--- src/rtl/audio_sched_pkg.sv ---
// Shared types and constants for the time-shared biquad cascade audio_mac_sched.
package audio_sched_pkg;

    typedef logic signed [17:0] coef_t;
    typedef logic signed [15:0] sample_t;
    typedef logic signed [39:0] acc_t;

    typedef enum logic [1:0] {IDLE, MAC, WB, DONE} state_t;

    localparam int unsigned IDX_B0   = 0;
    localparam int unsigned IDX_B1   = 1;
    localparam int unsigned IDX_B2   = 2;
    localparam int unsigned IDX_A1   = 3;
    localparam int unsigned IDX_A2   = 4;
    localparam int unsigned NUM_TAPS = 5;

    localparam coef_t COEF_PASS = 18'sd65536;

endpackage

--- src/rtl/audio_mac.sv ---
// Single shared 16x18 signed multiplier feeding a registered 40-bit accumulator.
module audio_mac
    import audio_sched_pkg::*;
(
    input  logic               clk,
    input  logic               reset_n,
    input  logic signed [15:0] a,
    input  logic signed [17:0] b,
    input  logic               acc_en,
    input  logic               clr,
    input  logic               sub,
    output logic signed [39:0] acc
);

    acc_t acc_q, acc_d, prod, base;

    always_comb begin
        prod  = acc_t'(a) * acc_t'(b);
        base  = clr ? '0 : acc_q;
        acc_d = acc_q;
        if (acc_en) begin
            acc_d = sub ? (base - prod) : (base + prod);
        end
    end

    always_ff @(posedge clk or negedge reset_n) begin
        if (!reset_n) begin
            acc_q <= '0;
        end else begin
            acc_q <= acc_d;
        end
    end

    assign acc = acc_q;

endmodule

--- src/rtl/audio_mac_sched.sv ---
// Stereo biquad cascade sharing one MAC across all stages and channels.
// Optional macro AUDIO_SCHED_SAT_EN: saturate stage outputs instead of wrapping.
module audio_mac_sched
    import audio_sched_pkg::*;
#(
    parameter int STAGES = 2,
    parameter int FRAC   = 16
) (
    input  logic                          clk,
    input  logic                          reset_n,
    input  logic                          sample_ce,
    input  logic signed [15:0]            in_l,
    input  logic signed [15:0]            in_r,
    input  logic [STAGES-1:0]             en,
    input  logic                          cfg_we,
    input  logic [$clog2(STAGES)+2:0]     cfg_addr,
    input  logic [17:0]                   cfg_data,
    output logic signed [15:0]            out_l,
    output logic signed [15:0]            out_r,
    output logic                          out_valid,
    output logic                          busy,
    output logic                          overrun
);

    localparam int SW = (STAGES > 1) ? $clog2(STAGES) : 1;

    state_t         state_q, state_d;
    logic [SW-1:0]  stage_q, stage_d;
    logic [2:0]     tap_q, tap_d;
    logic           ch_q, ch_d;
    sample_t        cur_q [2], cur_d [2];
    sample_t        x1_q [STAGES][2], x1_d [STAGES][2];
    sample_t        x2_q [STAGES][2], x2_d [STAGES][2];
    sample_t        y1_q [STAGES][2], y1_d [STAGES][2];
    sample_t        y2_q [STAGES][2], y2_d [STAGES][2];
    coef_t          shd_q [STAGES][NUM_TAPS], shd_d [STAGES][NUM_TAPS];
    coef_t          act_q [STAGES][NUM_TAPS], act_d [STAGES][NUM_TAPS];
    sample_t        out_l_q, out_l_d, out_r_q, out_r_d;
    logic           out_valid_q, out_valid_d, busy_q, busy_d, overrun_q, overrun_d;

    logic [SW-1:0]  wr_stage;
    sample_t        mac_a, y;
    coef_t          mac_b;
    acc_t           acc, shifted;
    logic           mac_en, mac_clr, mac_sub;

    if (STAGES > 1) begin : g_wr_stage
        assign wr_stage = cfg_addr[$clog2(STAGES)+2:3];
    end else begin : g_wr_stage_one
        assign wr_stage = '0;
    end

    audio_mac u_mac (
        .clk    (clk),
        .reset_n(reset_n),
        .a      (mac_a),
        .b      (mac_b),
        .acc_en (mac_en),
        .clr    (mac_clr),
        .sub    (mac_sub),
        .acc    (acc)
    );

    always_comb begin
        unique case (tap_q)
            3'd0:    mac_a = cur_q[ch_q];
            3'd1:    mac_a = x1_q[stage_q][ch_q];
            3'd2:    mac_a = x2_q[stage_q][ch_q];
            3'd3:    mac_a = y1_q[stage_q][ch_q];
            default: mac_a = y2_q[stage_q][ch_q];
        endcase
        mac_b   = act_q[stage_q][tap_q];
        shifted = acc >>> FRAC;
`ifdef AUDIO_SCHED_SAT_EN
        if (shifted > acc_t'(32767)) begin
            y = 16'sh7fff;
        end else if (shifted < acc_t'(-32768)) begin
            y = 16'sh8000;
        end else begin
            y = shifted[15:0];
        end
`else
        y = shifted[15:0];
`endif
    end

    always_comb begin
        state_d     = state_q;
        stage_d     = stage_q;
        tap_d       = tap_q;
        ch_d        = ch_q;
        cur_d       = cur_q;
        x1_d        = x1_q;
        x2_d        = x2_q;
        y1_d        = y1_q;
        y2_d        = y2_q;
        shd_d       = shd_q;
        act_d       = act_q;
        out_l_d     = out_l_q;
        out_r_d     = out_r_q;
        out_valid_d = 1'b0;
        busy_d      = busy_q;
        overrun_d   = overrun_q;
        mac_en      = 1'b0;
        mac_clr     = 1'b0;
        mac_sub     = 1'b0;

        if (cfg_we && (cfg_addr[2:0] < 3'd5) && (32'(wr_stage) < STAGES)) begin
            shd_d[wr_stage][cfg_addr[2:0]] = coef_t'(cfg_data);
        end
        if (sample_ce && (state_q != IDLE)) begin
            overrun_d = 1'b1;
        end

        unique case (state_q)
            IDLE: begin
                if (sample_ce) begin
                    cur_d[0] = in_l;
                    cur_d[1] = in_r;
                    act_d    = shd_q;
                    state_d  = MAC;
                    stage_d  = '0;
                    ch_d     = 1'b0;
                    tap_d    = '0;
                    busy_d   = 1'b1;
                end
            end
            MAC: begin
                mac_en  = 1'b1;
                mac_clr = (tap_q == 3'd0);
                mac_sub = (tap_q >= 3'd3);
                if (tap_q == 3'd4) begin
                    tap_d   = '0;
                    state_d = WB;
                end else begin
                    tap_d = tap_q + 3'd1;
                end
            end
            WB: begin
                // Bypassed stages keep x0 and their histories untouched.
                if (en[stage_q]) begin
                    x2_d[stage_q][ch_q] = x1_q[stage_q][ch_q];
                    x1_d[stage_q][ch_q] = cur_q[ch_q];
                    y2_d[stage_q][ch_q] = y1_q[stage_q][ch_q];
                    y1_d[stage_q][ch_q] = y;
                    cur_d[ch_q]         = y;
                end
                if (!ch_q) begin
                    ch_d    = 1'b1;
                    state_d = MAC;
                end else begin
                    ch_d = 1'b0;
                    if (stage_q == SW'(STAGES - 1)) begin
                        state_d = DONE;
                    end else begin
                        stage_d = stage_q + 1'b1;
                        state_d = MAC;
                    end
                end
            end
            default: begin
                out_l_d     = cur_q[0];
                out_r_d     = cur_q[1];
                out_valid_d = 1'b1;
                busy_d      = 1'b0;
                state_d     = IDLE;
            end
        endcase
    end

    always_ff @(posedge clk or negedge reset_n) begin
        if (!reset_n) begin
            state_q     <= IDLE;
            stage_q     <= '0;
            tap_q       <= '0;
            ch_q        <= 1'b0;
            cur_q[0]    <= '0;
            cur_q[1]    <= '0;
            out_l_q     <= '0;
            out_r_q     <= '0;
            out_valid_q <= 1'b0;
            busy_q      <= 1'b0;
            overrun_q   <= 1'b0;
            for (int unsigned s = 0; s < STAGES; s++) begin
                for (int unsigned c = 0; c < 2; c++) begin
                    x1_q[s][c] <= '0;
                    x2_q[s][c] <= '0;
                    y1_q[s][c] <= '0;
                    y2_q[s][c] <= '0;
                end
                for (int unsigned t = 0; t < NUM_TAPS; t++) begin
                    if (t == IDX_B0) begin
                        shd_q[s][t] <= COEF_PASS;
                        act_q[s][t] <= COEF_PASS;
                    end else begin
                        shd_q[s][t] <= '0;
                        act_q[s][t] <= '0;
                    end
                end
            end
        end else begin
            state_q     <= state_d;
            stage_q     <= stage_d;
            tap_q       <= tap_d;
            ch_q        <= ch_d;
            cur_q       <= cur_d;
            x1_q        <= x1_d;
            x2_q        <= x2_d;
            y1_q        <= y1_d;
            y2_q        <= y2_d;
            shd_q       <= shd_d;
            act_q       <= act_d;
            out_l_q     <= out_l_d;
            out_r_q     <= out_r_d;
            out_valid_q <= out_valid_d;
            busy_q      <= busy_d;
            overrun_q   <= overrun_d;
        end
    end

    assign out_l     = out_l_q;
    assign out_r     = out_r_q;
    assign out_valid = out_valid_q;
    assign busy      = busy_q;
    assign overrun   = overrun_q;

endmodule

--- config.mk ---
export PLATFORM = sky130hd
export DESIGN_NAME = audio_mac_sched
export DESIGN_NICKNAME = d
export VERILOG_FILES = /design/src/rtl/audio_sched_pkg.sv /design/src/rtl/audio_mac.sv /design/src/rtl/audio_mac_sched.sv
export SDC_FILE = /design/constraint.sdc
export NUM_CORES = 2
export LEC_CHECK = 0
export BUFFER_PORTS_ARGS = -buffer_cell sky130_fd_sc_hd__clkbuf_2
export CORE_ASPECT_RATIO = 0.6
export CORE_MARGIN = 2
export CORE_UTILIZATION = 40
export CTS_CLUSTER_DIAMETER = 100
export CTS_CLUSTER_SIZE = 12
export DETAILED_ROUTE_END_ITERATION = 10
export GPL_ROUTABILITY_DRIVEN = 0
export PLACE_DENSITY_LB_ADDON = 0.05
export SLEW_MARGIN = 20
export SYNTH_ARGS = -nofsm -noshare
export SYNTH_HDL_FRONTEND = slang
export SYNTH_SLANG_ARGS = --single-unit
--- constraint.sdc ---
create_clock -name clk -period 11.95 [get_ports clk]
set_clock_uncertainty 0.15 [all_clocks]
set_input_delay 1.7925 -clock clk [delete_from_list [all_inputs] [get_ports clk]]
set_output_delay 1.7925 -clock clk [all_outputs]
set_load 0.02 [all_outputs]
==> metrics.yaml <==
insertion_delay_ns: 0.67
fp.coreArea_sq_mm: 0.1094
mostFrequentLayoutCells: "dfrtp_1 (715), mux2_2 (577), nand2_1 (379)"
rrSetupSlack_ns: 0.68
synth_compound_area_frac: 0.06883
setup_tns_ns: 0
post-route-min-period_ns: 11.27
layout_worst_path_cycle_share: 0.9432
drive_gt1_frac: 0.2597
std_cell_rows: 94
cts_made_buffers: 70
vias_per_cell: 5.326
mostFrequentLayoutCell: "dfrtp_1"
clockRootBuffer: "clkbuf_16"
synthCells: 3822
grt_pass1_vias: 28810
ys_seq_area_frac: 0.4105
cpMaxStageDelayCell: "dfrtp_4"
yosys_warnings: 0
place_area_sq_mm: 0.04659
synth_simple_gate_area_share: 0.09003
grt-ovfl-total: 0
crit_top_cell: "fa_1"
cts_tree: "done"
finalHoldViolCount: 0
rsz0062_at_grt: "false"
worstMarginPinSlew_ns: 1.034
endpoint_kind: "flop"
max_freq_mhz: 88.72
synth_area_sq_mm: 0.04403
yosysUniqueCellTypes: 83
slew_viol_final: 0
drcViolationCount: 0
dpl.hpwl_mm: 88.16
synth_area_per_cell_sq_um: 11.52
dieArea_sq_mm: 0.1128
antenna_left: 0
num_io_pins: 95
first_pass_iters: 7
cts.sinks: 722
vias: 28530
start_util: 0.4025
grt_start_max_net_pins: 160
track_usage: 0.2232
async_flop_share: 1.000
synth_mux_area_frac: 0.2000
arrival_ns: 11.67
multi_input_area_sq_mm: 0.02384
required_ns: 12.35
timing_worst_setup_path_type: "reg -> reg"
synthAdderAreaFrac: 0.1612
drtIter0Drc: 2005
synth.net_count: 4283
nNetsFinal: 4361
critical_path.startpoint_type: "flop"
design_area_sq_mm: 0.04857
clkTransAtPathRegs_ns: 0.07
io_buffers: 94
clk_path_buf_depth: 3
post_drt_wl_per_cell_microns: 22.92
synth_xor_area_frac: 0.01910
maxCapViolations: 0
die_height_microns: 261.0
finalWirelength_mm: 122.8
areaGrowthSynthToFinish_pct: 10.33
worstPathMaxFanout: 28
h-tree-depth: 3
fillerInstances: 10330
outcome: "complete, no violations"
synth-edff-count: 0
slew-limit-headroom: 0.3078
grt_pass1_wl_mm: 190.6
ys_dominant_reg_cell: "dfrtp_1"
synth_seq_cells: 722
critPathMaxStageDelay_ns: 0.73
setup_viol: 0
hold_path.class: "reg -> reg"
seqCellArea_sq_mm: 0.01808
grt_antenna_before_repair: 3
synth_top_family_by_area: "multiplexers"
die_x_microns: 432.3
-- cell families after synthesis --
logic type,count (synthesis)
simple gates,855
flops,722
mux,701
buf+inv,569
compound gates,478
fa+ha+maj,401
xor+xnor,96
-- state kept, by name, indices dropped and copies added (netlist names) --
register	cells
tap_q	3
out_valid	1
cur_q	32
shd_q	180
out_r	16
y1_q	64
x1_q	64
act_q	180
x2_q	64
y2_q	64
stage_q	1
state_q	2
out_l	16
u_mac.acc	32
busy	1
ch_q	1
overrun	1
-- area by class of cell --
class / count / area share
antenna: 1 / 0.00005152
clock buffer: 82 / 0.03743
multi-input combinational: 2531 / 0.4909
tap: 1440 / 0.03709
timing repair buffer: 222 / 0.03307
clock inverter: 6 / 0.001958
inverter: 353 / 0.02728
sequential: 722 / 0.3722
-- timing repair --
item	CTS	global route
resized for setup	0	1
setup buffers	0	1
hold buffers	0	0
setup endpoints to repair	0	2
-- cells in the mapped netlist (30+ instances only) --
cell type    n  area, sq um
nor2_1     186        698.2
xor2_1      30        262.8
fa_1       277         5545
dfrtp_1    718        17970
ha_1       124         1551
nor2b_1     44        275.3
mux4_2      85         1914
o21ai_0    135        675.7
mux2_2     577         6497
a21oi_1    116        580.6
xnor2_1     66        578.1
nand2_1    381         1430
o22ai_1     40        250.2
mux2i_1     38        380.4
clkbuf_1   145        544.3
inv_1      350         1314
nand2b_1    81        506.7
and2_1      57        356.6
buf_1       33        123.9
-- worst max-delay path, delay by kind of cell, from the launching register on --
family | cells | cell delay [ns]
buf+inv | 5 | 0.87
mux | 2 | 0.86
xor+xnor | 2 | 0.24
fa+ha+maj | 8 | 3.54
compound gates | 12 | 3.06
simple gates | 8 | 1.68
flops | 1 | 0.73
-- layer usage --
layer  track usage  share of wire  up-vias
met3       0.04622          0.060       87
li1              -              -    13080
met4       0.03419          0.011        2
met1        0.3821           0.55    14810
met2        0.2831           0.38      554
met5             0        0.00011        -
-- path summary, 6_finish.rpt --
kind                          from       endpoint  cells past startpoint
max                        stage_q  u_mac.acc[30]                     37
min                        overrun        overrun                      1
max reg2reg                stage_q  u_mac.acc[30]                     37
min reg2reg                overrun        overrun                      1
max in group asynchronous  reset_n       y1_q[60]                      4
min in group asynchronous  reset_n       x1_q[39]                      1
-- stage by stage --
step           hold slack (ns)    util  std cells  setup WS [ns]
3_3_place_gp            0.3078  0.4258       5264         0.4048
5_1_grt                 0.3466  0.4441       5356       0.004079
4_1_cts                 0.3258  0.4434       5354         0.4831
3_5_place_dp            0.3108  0.4259       5266         0.5148
6_report                0.3182  0.4441       5357         0.6785
2_1_floorplan           0.2912       -       3822         0.9627
Power is not shown: default switching activity piles up to over one toggle a cycle in this logic, so the estimate is an artifact.
